**config.mk**
```make
export PLATFORM = sky130hd
export DESIGN_NAME = avst_source_v1
export DESIGN_NICKNAME = d
export VERILOG_FILES = /design/src/rtl/de2_stream_pkg.sv /design/src/rtl/debounce_v1.sv /design/src/rtl/avst_source_v1.sv
export SDC_FILE = /design/constraint.sdc
export NUM_CORES = 1
export LEC_CHECK = 0
export CORE_ASPECT_RATIO = 0.75
export CORE_MARGIN = 5
export CORE_UTILIZATION = 49
export DETAILED_ROUTE_END_ITERATION = 8
export GPL_TIMING_DRIVEN = 0
export PLACE_DENSITY = 0.68
export SETUP_SLACK_MARGIN = 0.2
export SYNTH_ARGS = -nofsm -noshare
export SYNTH_HDL_FRONTEND = slang
export SYNTH_SLANG_ARGS = --single-unit
```
**constraint.sdc**
```tcl
create_clock -name clk -period 7.85 [get_ports clk]
set_input_delay 1.57 -clock clk [delete_from_list [all_inputs] [get_ports clk]]
set_output_delay 1.57 -clock clk [all_outputs]
set_load 0.01 [all_outputs]
```
**src/rtl/de2_stream_pkg.sv**
```systemverilog
// Shared tags, burst FSM states and word builders for the DE2 32-bit stream.
package de2_stream_pkg;

  localparam logic [3:0] TAG_CAPTURE = 4'h1;
  localparam logic [3:0] TAG_BURST   = 4'h2;

  typedef enum logic {
    ST_IDLE  = 1'b0,
    ST_BURST = 1'b1
  } burst_state_e;

  function automatic logic [31:0] capture_word(input logic [17:0] sw);
    return {TAG_CAPTURE, 10'b0, sw};
  endfunction

  function automatic logic [31:0] burst_word(input logic [15:0] seq);
    return {TAG_BURST, 12'b0, seq};
  endfunction

endpackage

```
**src/rtl/debounce_v1.sv**
```systemverilog
// Active-low button conditioner: 2-flop synchronizer plus stability counter,
// emitting a single-cycle pulse when a press has been stable for CYCLES clocks.
module debounce_v1 #(
  parameter int CYCLES = 500000
) (
  input  logic clk,
  input  logic rst_n,
  input  logic btn_n_i,
  output logic press_o
);

  localparam int CW = (CYCLES > 1) ? $clog2(CYCLES + 1) : 1;

  logic [1:0]    sync_q;
  logic          stable_q;
  logic [CW-1:0] cnt_q, cnt_d;
  logic          flip;

  // The debounced level only changes after the synchronized input has
  // disagreed with it for CYCLES consecutive clocks; release is filtered too.
  assign flip    = (sync_q[1] != stable_q) && (cnt_q == CW'(CYCLES - 1));
  assign press_o = flip && !sync_q[1];

  always_comb begin
    cnt_d = cnt_q + 1'b1;
    if ((sync_q[1] == stable_q) || flip) cnt_d = '0;
  end

  // NOTE: non-blocking assignments here so every flop samples pre-edge values;
  // blocking would collapse the two synchronizer stages into one.
  always_ff @(posedge clk or negedge rst_n) begin
    if (!rst_n) begin
      sync_q   <= 2'b11;
      stable_q <= 1'b1;
      cnt_q    <= '0;
    end else begin
      sync_q   <= {sync_q[0], btn_n_i};
      cnt_q    <= cnt_d;
      if (flip) stable_q <= sync_q[1];
    end
  end

endmodule

```
**src/rtl/avst_source_v1.sv**
```systemverilog
// Avalon-ST source: switch captures and sequence-numbered bursts are queued in
// an inline FIFO and presented on a zero-latency valid/ready interface.
module avst_source_v1
  import de2_stream_pkg::*;
#(
  parameter int DEPTH           = 8,
  parameter int BURST_LEN       = 16,
  parameter int DEBOUNCE_CYCLES = 500000
) (
  input  logic        clk,
  input  logic        rst,
  output logic [31:0] data_out,
  output logic        valid,
  input  logic        ready,
  input  logic [17:0] switches,
  input  logic [3:0]  buttons,
  output logic [7:0]  leds_green,
  output logic [17:0] leds_red,
  output logic [7:0]  drop_count
);

  localparam int AW = $clog2(DEPTH);
  localparam int CW = AW + 1;

  logic cap_p, burst_p, flush_p;

  debounce_v1 #(.CYCLES(DEBOUNCE_CYCLES)) u_deb_cap (
    .clk(clk), .rst_n(rst), .btn_n_i(buttons[0]), .press_o(cap_p));
  debounce_v1 #(.CYCLES(DEBOUNCE_CYCLES)) u_deb_burst (
    .clk(clk), .rst_n(rst), .btn_n_i(buttons[1]), .press_o(burst_p));
  debounce_v1 #(.CYCLES(DEBOUNCE_CYCLES)) u_deb_flush (
    .clk(clk), .rst_n(rst), .btn_n_i(buttons[2]), .press_o(flush_p));

  logic unused_key3;
  assign unused_key3 = buttons[3];

  logic [31:0]   mem_q [DEPTH];
  logic [AW-1:0] wr_ptr_q, rd_ptr_q;
  logic [CW-1:0] count_q;
  burst_state_e  state_q, state_d;
  logic [15:0]   remain_q, remain_d;
  logic [15:0]   seq_q, seq_d;
  logic [7:0]    drop_q;
  logic [17:0]   leds_red_q;

  logic        pop, space, cap_push, cap_drop, burst_push, push;
  logic [31:0] push_word;

  assign pop        = (count_q != '0) && ready;
  assign space      = (count_q < CW'(DEPTH)) || pop;
  assign cap_push   = cap_p && space;
  assign cap_drop   = cap_p && !space;
  // A capture owns the single write port this cycle; the burst word retries.
  assign burst_push = (state_q == ST_BURST) && space && !cap_p;
  assign push       = cap_push || burst_push;
  assign push_word  = cap_push ? capture_word(switches) : burst_word(seq_q);

  // NOTE: every always_comb output gets a default first, so no path leaves a
  // signal unassigned and no latch is inferred.
  always_comb begin
    state_d  = state_q;
    remain_d = remain_q;
    seq_d    = seq_q;
    case (state_q)
      ST_IDLE: begin
        if (burst_p) begin
          state_d  = ST_BURST;
          remain_d = 16'(BURST_LEN);
        end
      end
      ST_BURST: begin
        if (burst_push) begin
          remain_d = remain_q - 16'd1;
          if (remain_q == 16'd1) state_d = ST_IDLE;
        end
      end
      default: state_d = ST_IDLE;
    endcase
    if (burst_push && !flush_p) seq_d = seq_q + 16'd1;
    if (flush_p) state_d = ST_IDLE;
  end

  always_ff @(posedge clk or negedge rst) begin
    if (!rst) begin
      state_q    <= ST_IDLE;
      remain_q   <= '0;
      seq_q      <= '0;
      wr_ptr_q   <= '0;
      rd_ptr_q   <= '0;
      count_q    <= '0;
      drop_q     <= '0;
      leds_red_q <= '0;
    end else begin
      state_q    <= state_d;
      remain_q   <= remain_d;
      seq_q      <= seq_d;
      leds_red_q <= switches;
      if (cap_drop && (drop_q != 8'hFF)) drop_q <= drop_q + 8'd1;
      if (flush_p) begin
        wr_ptr_q <= '0;
        rd_ptr_q <= '0;
        count_q  <= '0;
      end else begin
        if (push) wr_ptr_q <= wr_ptr_q + 1'b1;
        if (pop)  rd_ptr_q <= rd_ptr_q + 1'b1;
        if (push && !pop)      count_q <= count_q + 1'b1;
        else if (pop && !push) count_q <= count_q - 1'b1;
      end
    end
  end

  // NOTE: storage has no reset; data_out is masked while empty, so stale
  // entries are never observable and the array maps onto plain registers/RAM.
  always_ff @(posedge clk) begin
    if (push && !flush_p) mem_q[wr_ptr_q] <= push_word;
  end

  assign valid      = (count_q != '0);
  assign data_out   = valid ? mem_q[rd_ptr_q] : 32'h0;
  assign leds_green = {(state_q == ST_BURST), (count_q == CW'(DEPTH)), 2'b00, 4'(count_q)};
  assign leds_red   = leds_red_q;
  assign drop_count = drop_q;

endmodule

```
Word-level counts from Yosys, hierarchy flattened
Memories as Yosys holds them, arrays and structs flattened.
Index checks and enable logic that the tools add are counted.
- bits in registers: 135
- bits in writable memories: 240
- bits of input ports: 25
- output and inout bits: 67
- word-level logic and storage cells: 100
- memories: 1
- memories (memory ; words ; width ; rd ports ; clocked after memory_dff ; write ports ; RTL line ; source):
    mem_q ; 8 ; 30 ; 1 ; 0 ; 1 ; avst_source_v1.sv:37 ; logic [31:0] mem_q [DEPTH];
- $add $sub $neg: 10
- order comparisons: 1
- eq/ne operators: 14
- multiplexer cells: 22
- bitwise operators: 1
- reductions and logical operators: 34
- operators with widths (kind ; count):
    $add 19x1->19 const B ; 3
    $eq 19x19->1 const B ; 3
    $mux 19 ; 3
    $mux 16 ; 2
    $mux 32 ; 1
    $pmux 16 s2 ; 1
    $mux 30 ; 1
    $add 16x1->16 const B ; 1
    $eq 16x1->1 const B ; 1
    $logic_and 1x1->1 ; 16
    $sub 16x1->16 const B ; 1
    $mux 3 ; 4
    $mux 4 ; 3
    $add 8x1->8 const B ; 1
    $logic_not 1->1 ; 8
    $ne 8x8->1 const B ; 1
    $add 3x1->3 const B ; 2
    $mux 1 ; 6
    $logic_or 1x1->1 ; 5
    $add 4x1->4 const B ; 1
    $eq 4x4->1 const B ; 1
    $lt 4x4->1 const B ; 1
    $reduce_bool 2->1 ; 2
    $reduce_bool 4->1 ; 1
    9 further kinds ; 13

Logic depth before layout (Yosys ltp)
- depth in word-level cells: 11
- gate-level depth with buffers: 12

Modules after synthesis
From an unflattened synthesis, not the netlist that was laid out.
- cell total of the unflattened synthesis: 913
- area, all modules: 12952.4 um2
- by module, submodules not included (module ; instances ; cells an instance ; area each (um2)):
    avst_source_v1 ; 1 ; 601 ; 9645.5
    debounce_v1 ; 3 ; 104 ; 1102.3

Worst setup path before layout
Ideal clock, no wire load.
- kind: input port to flip-flop
- start point: input port ready
- end point: memory mem_q[1][0] in the netlist's numbering (enable)
- arrival time: 3.623 ns
- data required time: 7.428 ns
- setup slack: 3.805 ns
- cell stages on the path: 5
- path buffers: 0
- cells stage by stage: nand2b_2 -> nand4b_4 -> o21ai_4 -> nand3_1 -> nor3_1
- cells in the longest elaborated chain, start to end: 8
- elaborated cells on any way between the ends: 9
- classes of those cells: mux: 2; reduce/logical: 7
- ends and longest elaborated chain (item ; RTL line ; source):
    start, declared ; avst_source_v1.sv:14 ; input logic ready,
    $logic_and 1x1->1 (*) ; avst_source_v1.sv:49 ; assign pop = (count_q != '0) && ready;
    $logic_or 1x1->1 (*) ; avst_source_v1.sv:50 ; assign space = (count_q < CW'(DEPTH)) || pop;
    $logic_and 1x1->1 (2 in a row) ; avst_source_v1.sv:54 ; assign burst_push = (state_q == ST_BURST) && space && !cap_p;
    $logic_or 1x1->1 (*) ; avst_source_v1.sv:55 ; assign push = cap_push || burst_push;
    $logic_and 1x1->1 (*) ; avst_source_v1.sv:115 ; if (push && !flush_p) mem_q[wr_ptr_q] <= push_word;
    $mux 1 (*) ; avst_source_v1.sv:115 ;
    $mux 1 (not written as such) (*) ; avst_source_v1.sv:115 ;
    end, declared ; avst_source_v1.sv:37 ;
Every way passes the cells marked *; elsewhere a longest branch is shown, timed or not.

Worst setup path after layout
- start point: register rd_ptr_q[1]
- end point: output port data_out[3]
- cells in the longest elaborated chain, start to end: 2
- ends and longest elaborated chain (item ; RTL line ; source):
    start, declared ; avst_source_v1.sv:38 ; logic [AW-1:0] wr_ptr_q, rd_ptr_q;
    start signal, assigned ; avst_source_v1.sv:105 ; if (pop) rd_ptr_q <= rd_ptr_q + 1'b1;
    $mem_v2 8x30 ; -- ;
    $mux 32 ; avst_source_v1.sv:119 ; assign data_out = valid ? mem_q[rd_ptr_q] : 32'h0;
    end, declared ; avst_source_v1.sv:12 ; output logic [31:0] data_out,
Every way passes these cells.

==> report_table.html <==
<table>
<tr><th>Metric</th><th>Value</th></tr>
<tr><th colspan="2">Global routing</th></tr>
<tr><td>Met1 track demand over resource</td><td>0.2792</td></tr>
<tr><td>Layer with the highest usage after global routing</td><td>met1</td></tr>
<tr><td>Total track usage</td><td>0.1820</td></tr>
<tr><td>Largest net degree at the start of global routing</td><td>76</td></tr>
<tr><td>Total gr overflow</td><td>0</td></tr>
<tr><td>Met2 usage in global routing</td><td>0.2774</td></tr>
<tr><td>Wire length of the first global-routing pass</td><td>42840 um</td></tr>
<tr><td>Via count of the first global-routing pass</td><td>7727</td></tr>
<tr><td>Met3 Usage GRT</td><td>0.03266</td></tr>
<tr><td>Antenna violations before repair</td><td>0</td></tr>
<tr><th colspan="2">Yosys</th></tr>
<tr><td>Post-synth EDFFs</td><td>160</td></tr>
<tr><td>Yosys warnings</td><td>0</td></tr>
<tr><td>Most frequent cell after synthesis</td><td>edfxtp_1</td></tr>
<tr><td>Proportion of synthesized flip-flops having asynchronous set or reset</td><td>0.4576</td></tr>
<tr><td>Portion of synthesized cell area occupied by the leading cell type</td><td>0.3729</td></tr>
<tr><td>Cell type contributing the most total cell area after synthesis</td><td>edfxtp_1</td></tr>
<tr><td>Synth Flop Type</td><td>edfxtp_1</td></tr>
<tr><td>Library cells used by synthesis</td><td>63</td></tr>
<tr><td>Flops &amp; latches, synth</td><td>295</td></tr>
<tr><td>Cell area after synthesis</td><td>12880 um^2</td></tr>
<tr><td>Sequential-to-total area share from yosys stat</td><td>0.6360</td></tr>
<tr><td>Cells taking the most area after synthesis</td><td>edfxtp_1 (37%), dfrtp_1 (24%), mux4_2 (7.0%)</td></tr>
<tr><td>Count of mapped cells out of synthesis</td><td>906</td></tr>
<tr><td>Leading cell types by count after synthesis</td><td>edfxtp_1 (160), dfrtp_1 (126), nor2_1 (117)</td></tr>
<tr><td>Syn Area/Cell</td><td>14.22 um^2</td></tr>
<tr><th colspan="2">Hold path</th></tr>
<tr><td>Type of the worst min-delay path</td><td>register to register</td></tr>
<tr><th colspan="2">Critical path</th></tr>
<tr><td>Critical R2R Launch</td><td>u_deb_flush.cnt_q[0]$_DFF_PN0_</td></tr>
<tr><td>Critical path peak fanout</td><td>10</td></tr>
<tr><td>Crit. End Element</td><td>output pin</td></tr>
<tr><td>Arrival time of data at the critical path endpoint</td><td>3070 ps</td></tr>
<tr><td>Worst reg-to-reg path cell count</td><td>9</td></tr>
<tr><td>Reg2reg end</td><td>mem_q[1][16]$_DFFE_PP_</td></tr>
<tr><td>WS Path Type</td><td>register to output pin</td></tr>
<tr><td>Required @ worst endpoint</td><td>6280 ps</td></tr>
<tr><td>End point of the critical path</td><td>data_out[3]</td></tr>
<tr><td>Startpoint types</td><td>register</td></tr>
<tr><td>Start point of the critical path</td><td>rd_ptr_q[1]$_DFFE_PN0P_</td></tr>
<tr><td>FF-to-FF setup slack</td><td>4510 ps</td></tr>
<tr><th colspan="2">Placement</th></tr>
<tr><td>Last weighted congestion value of the routability-driven placer</td><td>0.7836</td></tr>
<tr><td>DP HPWL</td><td>17250 um</td></tr>
<tr><td>Post-Place Setup Slack</td><td>3002 ps</td></tr>
<tr><td>Count of placed standard cells including taps</td><td>1349</td></tr>
<tr><td>Port Buffer Count</td><td>76</td></tr>
<tr><th colspan="2">Timing</th></tr>
<tr><td>Max-slew violation count</td><td>0</td></tr>
<tr><td>Final worst slack</td><td>3209 ps</td></tr>
<tr><td>Hold Slack</td><td>355.6 ps</td></tr>
<tr><td>Setup repair after global routing missed its margin</td><td>false</td></tr>
<tr><td>Final Critical Period</td><td>4641 ps</td></tr>
<tr><td>Headroom to the max-slew limit</td><td>0.3534</td></tr>
<tr><td>Maximum clock frequency</td><td>0.2155 GHz</td></tr>
<tr><td>Period utilization</td><td>0.5912</td></tr>
<tr><td>Worst-Margin Slew</td><td>964.7 ps</td></tr>
<tr><td>Post-route clock skew</td><td>22.13 ps</td></tr>
<tr><td>Setup Viol. Count Final</td><td>0</td></tr>
<tr><td>Final hold violation count</td><td>0</td></tr>
<tr><td>Total negative slack</td><td>0 ps</td></tr>
<tr><th colspan="2">Cells and area</th></tr>
<tr><td>FILL cells</td><td>2038</td></tr>
<tr><td>Post-layout net count</td><td>1074</td></tr>
<tr><td>Util after Layout</td><td>0.5939</td></tr>
<tr><td>Layout Area Growth over Synthesis</td><td>19.43%</td></tr>
<tr><td>Number of diodes added for antenna fixing</td><td>0</td></tr>
<tr><td>Post-route insts no fill</td><td>1403</td></tr>
<tr><td>Layout cells sized above 1</td><td>0.1785</td></tr>
<tr><th colspan="2">Power</th></tr>
<tr><td>Leakage power total</td><td>5.926 nW</td></tr>
<tr><td>Peak VDD IR</td><td>215.0 uV</td></tr>
<tr><td>Power density of the placed cells</td><td>315.7 nW/um^2</td></tr>
<tr><th colspan="2">Route</th></tr>
<tr><td>Total vias in the final route</td><td>7497</td></tr>
<tr><td>Number of vias per cell</td><td>5.344</td></tr>
<tr><td>Detailed Route Iter0 Violations</td><td>545</td></tr>
<tr><td>DRC violation count after routing</td><td>0</td></tr>
<tr><td>Overall routed net length</td><td>26310 um</td></tr>
<tr><td>Iteration count of the initial detailed-routing pass</td><td>5</td></tr>
<tr><td>Count of antenna-violating nets left after detailed routing</td><td>0</td></tr>
<tr><td>Routed len/inst</td><td>18.75 um</td></tr>
<tr><th colspan="2">Clock tree</th></tr>
<tr><td>Clk Tree Root Cell</td><td>clkbuf_16</td></tr>
<tr><td>Clock latency on the worst-skew pair</td><td>550 ps</td></tr>
<tr><td>Number of buffers added by the clock tree synthesis step</td><td>30</td></tr>
<tr><td>Sinks on Clock Net</td><td>295</td></tr>
<tr><td>Clk slew on worst S/H paths</td><td>60 ps</td></tr>
<tr><td>CTS hold repair buffers</td><td>0</td></tr>
<tr><td>Resized cells post-CTS</td><td>0</td></tr>
<tr><td>Setup Fix Bufs, Post-CTS</td><td>0</td></tr>
<tr><td>Clock tree from TritonCTS</td><td>done</td></tr>
<tr><td>H-tree lvl count</td><td>1</td></tr>
<tr><td>Max clock buf depth</td><td>3</td></tr>
<tr><th colspan="2">Floorplan</th></tr>
<tr><td>Top Ports</td><td>92</td></tr>
<tr><td>Standard-cell row count</td><td>51</td></tr>
<tr><td>DIE WIDTH</td><td>197.2 um</td></tr>
<tr><td>Starting density of the core</td><td>0.4973</td></tr>
<tr><td>Placeable core region</td><td>25910 um^2</td></tr>
<tr><td>Die height</td><td>150.4 um</td></tr>
<tr><td>Die area</td><td>29670 um^2</td></tr>
<tr><th colspan="2">Outcome</th></tr>
<tr><td>Outcome</td><td>finished clean</td></tr>
<tr><th colspan="2">Flow run</th></tr>
<tr><td>Max capacitance violation total</td><td>0</td></tr>
</table>
## routing by layer
layer,routed length (um),vias up
met5,0,-
met4,401,0
met3,1417,31
met2,11750,156
met1,12740,3730
li1,-,3580
## area by class of cell
cell class,instances,area [um^2],area share
inverter,14,52.55,0.003415
clock inverter,13,191.4,0.01244
buffer,51,301.5,0.01960
clock buffer,41,827.0,0.05375
multi-input combinational,559,4410,0.2866
timing repair buffer,86,979.7,0.06367
sequential,295,8194,0.5325
tap,344,430.4,0.02797
## critical path, stage by stage, from the launching register on
cell and delay, ps:
dfrtp_1 350, clkbuf_1 270, buf_1 680, mux4_2 360, mux2i_1 70, nor2_1 230
clkdlybuf4s50_1 590
## stage by stage
stage	total power, W	area, um^2
4_1_cts	0.004918	15390
2_1_floorplan	0.002853	12930
3_5_place_dp	0.003438	14370
6_report	0.004858	15390
5_1_grt	0.005115	15390
3_3_place_gp	0.003359	14120
## cell usage in the layout, fill, tap and decap left out, types with 16 or more instances in the layout
| cell | count |
|---|---|
| xnor2_1 | 43 |
| nand4_1 | 21 |
| buf_4 | 16 |
| clkbuf_1 | 22 |
| nand3_1 | 32 |
| nand2_1 | 48 |
| dfrtp_1 | 126 |
| mux2_2 | 20 |
| clkbuf_16 | 31 |
| xor2_1 | 39 |
| mux4_2 | 40 |
| edfxtp_1 | 160 |
| clkdlybuf4s50_1 | 75 |
| mux2i_1 | 32 |
| nor2_1 | 111 |
## cells by family after synthesis
family | after synthesis | share of synthesized area
AND/OR/NAND/NOR | 327 | 0.1386
flip-flops | 295 | 0.6360
multiplexers | 92 | 0.1123
XOR/XNOR | 82 | 0.05574
buffers and inverters | 65 | 0.02748
AO/OA/AOI/OAI | 32 | 0.01739
adder cells (fa/ha/maj) | 12 | 0.01224
other | 1 | 0.0002911
## worst min-delay path by stage
stage / cells past startpoint / from / end
2_1_floorplan: 0 / u_deb_burst.sync_q[0]$_DFF_PN1_ / u_deb_burst.sync_q[1]$_DFF_PN1_
3_3_place_gp: 0 / u_deb_cap.sync_q[0]$_DFF_PN1_ / u_deb_cap.sync_q[1]$_DFF_PN1_
3_5_place_dp: 0 / u_deb_burst.sync_q[0]$_DFF_PN1_ / u_deb_burst.sync_q[1]$_DFF_PN1_
4_1_cts: 0 / u_deb_burst.sync_q[0]$_DFF_PN1_ / u_deb_burst.sync_q[1]$_DFF_PN1_
5_1_grt: 0 / u_deb_burst.sync_q[0]$_DFF_PN1_ / u_deb_burst.sync_q[1]$_DFF_PN1_
6_report: 0 / u_deb_burst.sync_q[0]$_DFF_PN1_ / u_deb_burst.sync_q[1]$_DFF_PN1_
## power by group
part	leakage, nW	internal [W]	switching (W)
registers	3.15	0.00192	0.000131
logic	2.27	0.000659	0.000684
clock network	0.501	0.000898	0.000571
## sequential cells by signal (all words and copies together), names as in the netlist
register,count
wr_ptr_q,3
state_q,1
mem_q,160
u_deb_burst.cnt_q,19
u_deb_flush.stable_q,1
seq_q,16
u_deb_flush.cnt_q,19
u_deb_burst.stable_q,1
u_deb_burst.sync_q,2
count_q,4
u_deb_flush.sync_q,2
u_deb_cap.stable_q,1
u_deb_cap.sync_q,2
rd_ptr_q,3
leds_red,18
u_deb_cap.cnt_q,19
remain_q,16
drop_count,8
Note: power is estimated with default switching activity, not from simulation.
==> RTL edit, RTL diff (same settings) <==
Add an input register stage for `switches` and `buttons`, without a reset; this delays them by one clock. The other inputs are not delayed to match.
--- a/src/rtl/avst_source_v1.sv
+++ b/src/rtl/avst_source_v1.sv
@@ -22,17 +22,25 @@
   localparam int AW = $clog2(DEPTH);
   localparam int CW = AW + 1;
 
+  logic [17:0] switches_q;
+  logic [3:0] buttons_q;
+
+  always_ff @(posedge clk) begin
+    switches_q <= switches;
+    buttons_q  <= buttons;
+  end
+
   logic cap_p, burst_p, flush_p;
 
   debounce_v1 #(.CYCLES(DEBOUNCE_CYCLES)) u_deb_cap (
-    .clk(clk), .rst_n(rst), .btn_n_i(buttons[0]), .press_o(cap_p));
+    .clk(clk), .rst_n(rst), .btn_n_i(buttons_q[0]), .press_o(cap_p));
   debounce_v1 #(.CYCLES(DEBOUNCE_CYCLES)) u_deb_burst (
-    .clk(clk), .rst_n(rst), .btn_n_i(buttons[1]), .press_o(burst_p));
+    .clk(clk), .rst_n(rst), .btn_n_i(buttons_q[1]), .press_o(burst_p));
   debounce_v1 #(.CYCLES(DEBOUNCE_CYCLES)) u_deb_flush (
-    .clk(clk), .rst_n(rst), .btn_n_i(buttons[2]), .press_o(flush_p));
+    .clk(clk), .rst_n(rst), .btn_n_i(buttons_q[2]), .press_o(flush_p));
 
   logic unused_key3;
-  assign unused_key3 = buttons[3];
+  assign unused_key3 = buttons_q[3];
 
   logic [31:0]   mem_q [DEPTH];
   logic [AW-1:0] wr_ptr_q, rd_ptr_q;
@@ -53,7 +61,7 @@
   // A capture owns the single write port this cycle; the burst word retries.
   assign burst_push = (state_q == ST_BURST) && space && !cap_p;
   assign push       = cap_push || burst_push;
-  assign push_word  = cap_push ? capture_word(switches) : burst_word(seq_q);
+  assign push_word  = cap_push ? capture_word(switches_q) : burst_word(seq_q);
 
   // NOTE: every always_comb output gets a default first, so no path leaves a
   // signal unassigned and no latch is inferred.
@@ -94,7 +102,7 @@
       state_q    <= state_d;
       remain_q   <= remain_d;
       seq_q      <= seq_d;
-      leds_red_q <= switches;
+      leds_red_q <= switches_q;
       if (cap_drop && (drop_q != 8'hFF)) drop_q <= drop_q + 8'd1;
       if (flush_p) begin
         wr_ptr_q <= '0;
Behaviour: not the same (a bounded check fails within 4 cycles, from zero or initial values and one cycle with rst low).
==> RTL edit against the original RTL <==
- largest cell class unchanged
- critical path depth decreased by 2
- sequential cell count grew 21
- synthesized area up 1.5%
- setup slack got worse by 0.055 ns
- highest routed layer unchanged
- total power is 7.3% higher
- routed wire length is 2.6% higher
- register-to-register slack worse by 0.27 ns
- cell area increased by 1.7%
==> RTL edit: results <==
INSERT INTO impl_metrics (metric_group, metric, value, unit) VALUES
('finish', 'multi_input_area', '4240', 'sq um'),
('routing', 'drtPass1Iterations', '4', ''),
('place', 'placedInstanceArea', '14600', 'sq um'),
('synthesis', 'synth.cells.most_frequent', 'sky130_fd_sc_hd__edfxtp_1, sky130_fd_sc_hd__dfrtp_1, sky130_fd_sc_hd__nor2_1, sky130_fd_sc_hd__xor2_1, sky130_fd_sc_hd__mux4_2', ''),
('finish', 'seq_share', '0.550', ''),
('critical_path', 'timing.rr.start', 'u_deb_cap.cnt_q[0]', ''),
('global_routing', 'globalRouteMet3Util', '0.0261', ''),
('global_routing', 'grt_start_max_net_pins', '73', ''),
('power', 'pwr.group.sequential', '2.20', 'mW'),
('global_routing', 'global_route.usage.met2', '0.279', ''),
('routing', 'routed_wl', '27000', 'um'),
('timing', 'timing.max_slew.rel_slack', '0.341', ''),
('critical_path', 'ff2ff_path_depth', '12', ''),
('outcome', 'run_status', 'finished clean', ''),
('routing', 'wl_met3', '1330', 'um'),
('global_routing', 'grt_pass1_wl', '42800', 'um'),
('place', 'dp.final_hpwl', '17700', 'um'),
('timing', 'final.setup.worst_slack', '3.15', 'ns'),
('global_routing', 'groute.layer.met1.usage', '0.282', ''),
('power', 'vdd.ir_drop.worst', '0.215', 'mV');
## RTL edit: cell count changes after synthesis, moves of 7 or more
cell                      before  now
sky130_fd_sc_hd__nor4_2        9    0
sky130_fd_sc_hd__mux2i_1      32   25
sky130_fd_sc_hd__nor3_1       10   17
sky130_fd_sc_hd__xnor2_1      43   35
sky130_fd_sc_hd__nand2_1      48   37
sky130_fd_sc_hd__o21ai_0       6   16
sky130_fd_sc_hd__dfxtp_1       0   21
sky130_fd_sc_hd__nor2_1      117  105
## RTL edit: cell families after synthesis
| kind of cell | Yosys count | share of synthesized area |
|---|---|---|
| XOR/XNOR | 79 | 0.0529 |
| AO/OA/AOI/OAI | 48 | 0.0239 |
| multiplexers | 87 | 0.107 |
| AND/OR/NAND/NOR | 301 | 0.122 |
| flip-flops | 316 | 0.659 |
| adder cells (fa/ha/maj) | 12 | 0.0121 |
| other | 1 | 0.000287 |
| buffers and inverters | 61 | 0.0233 |
## RTL edit: how the worst min path moves through the flow
| stage | to | slack (ns) | from | depth (start not counted) |
|---|---|---|---|---|
| 3_5_place_dp | u_deb_burst.sync_q[0] | 0.29 | buttons_q[1] | 0 |
| 6_report | u_deb_burst.sync_q[0] | 0.29 | buttons_q[1] | 0 |
| 2_1_floorplan | u_deb_burst.sync_q[0] | 0.28 | buttons_q[1] | 0 |
| 3_3_place_gp | u_deb_burst.sync_q[0] | 0.29 | buttons_q[1] | 0 |
| 4_1_cts | u_deb_burst.sync_q[0] | 0.30 | buttons_q[1] | 0 |
| 5_1_grt | u_deb_burst.sync_q[0] | 0.30 | buttons_q[1] | 0 |
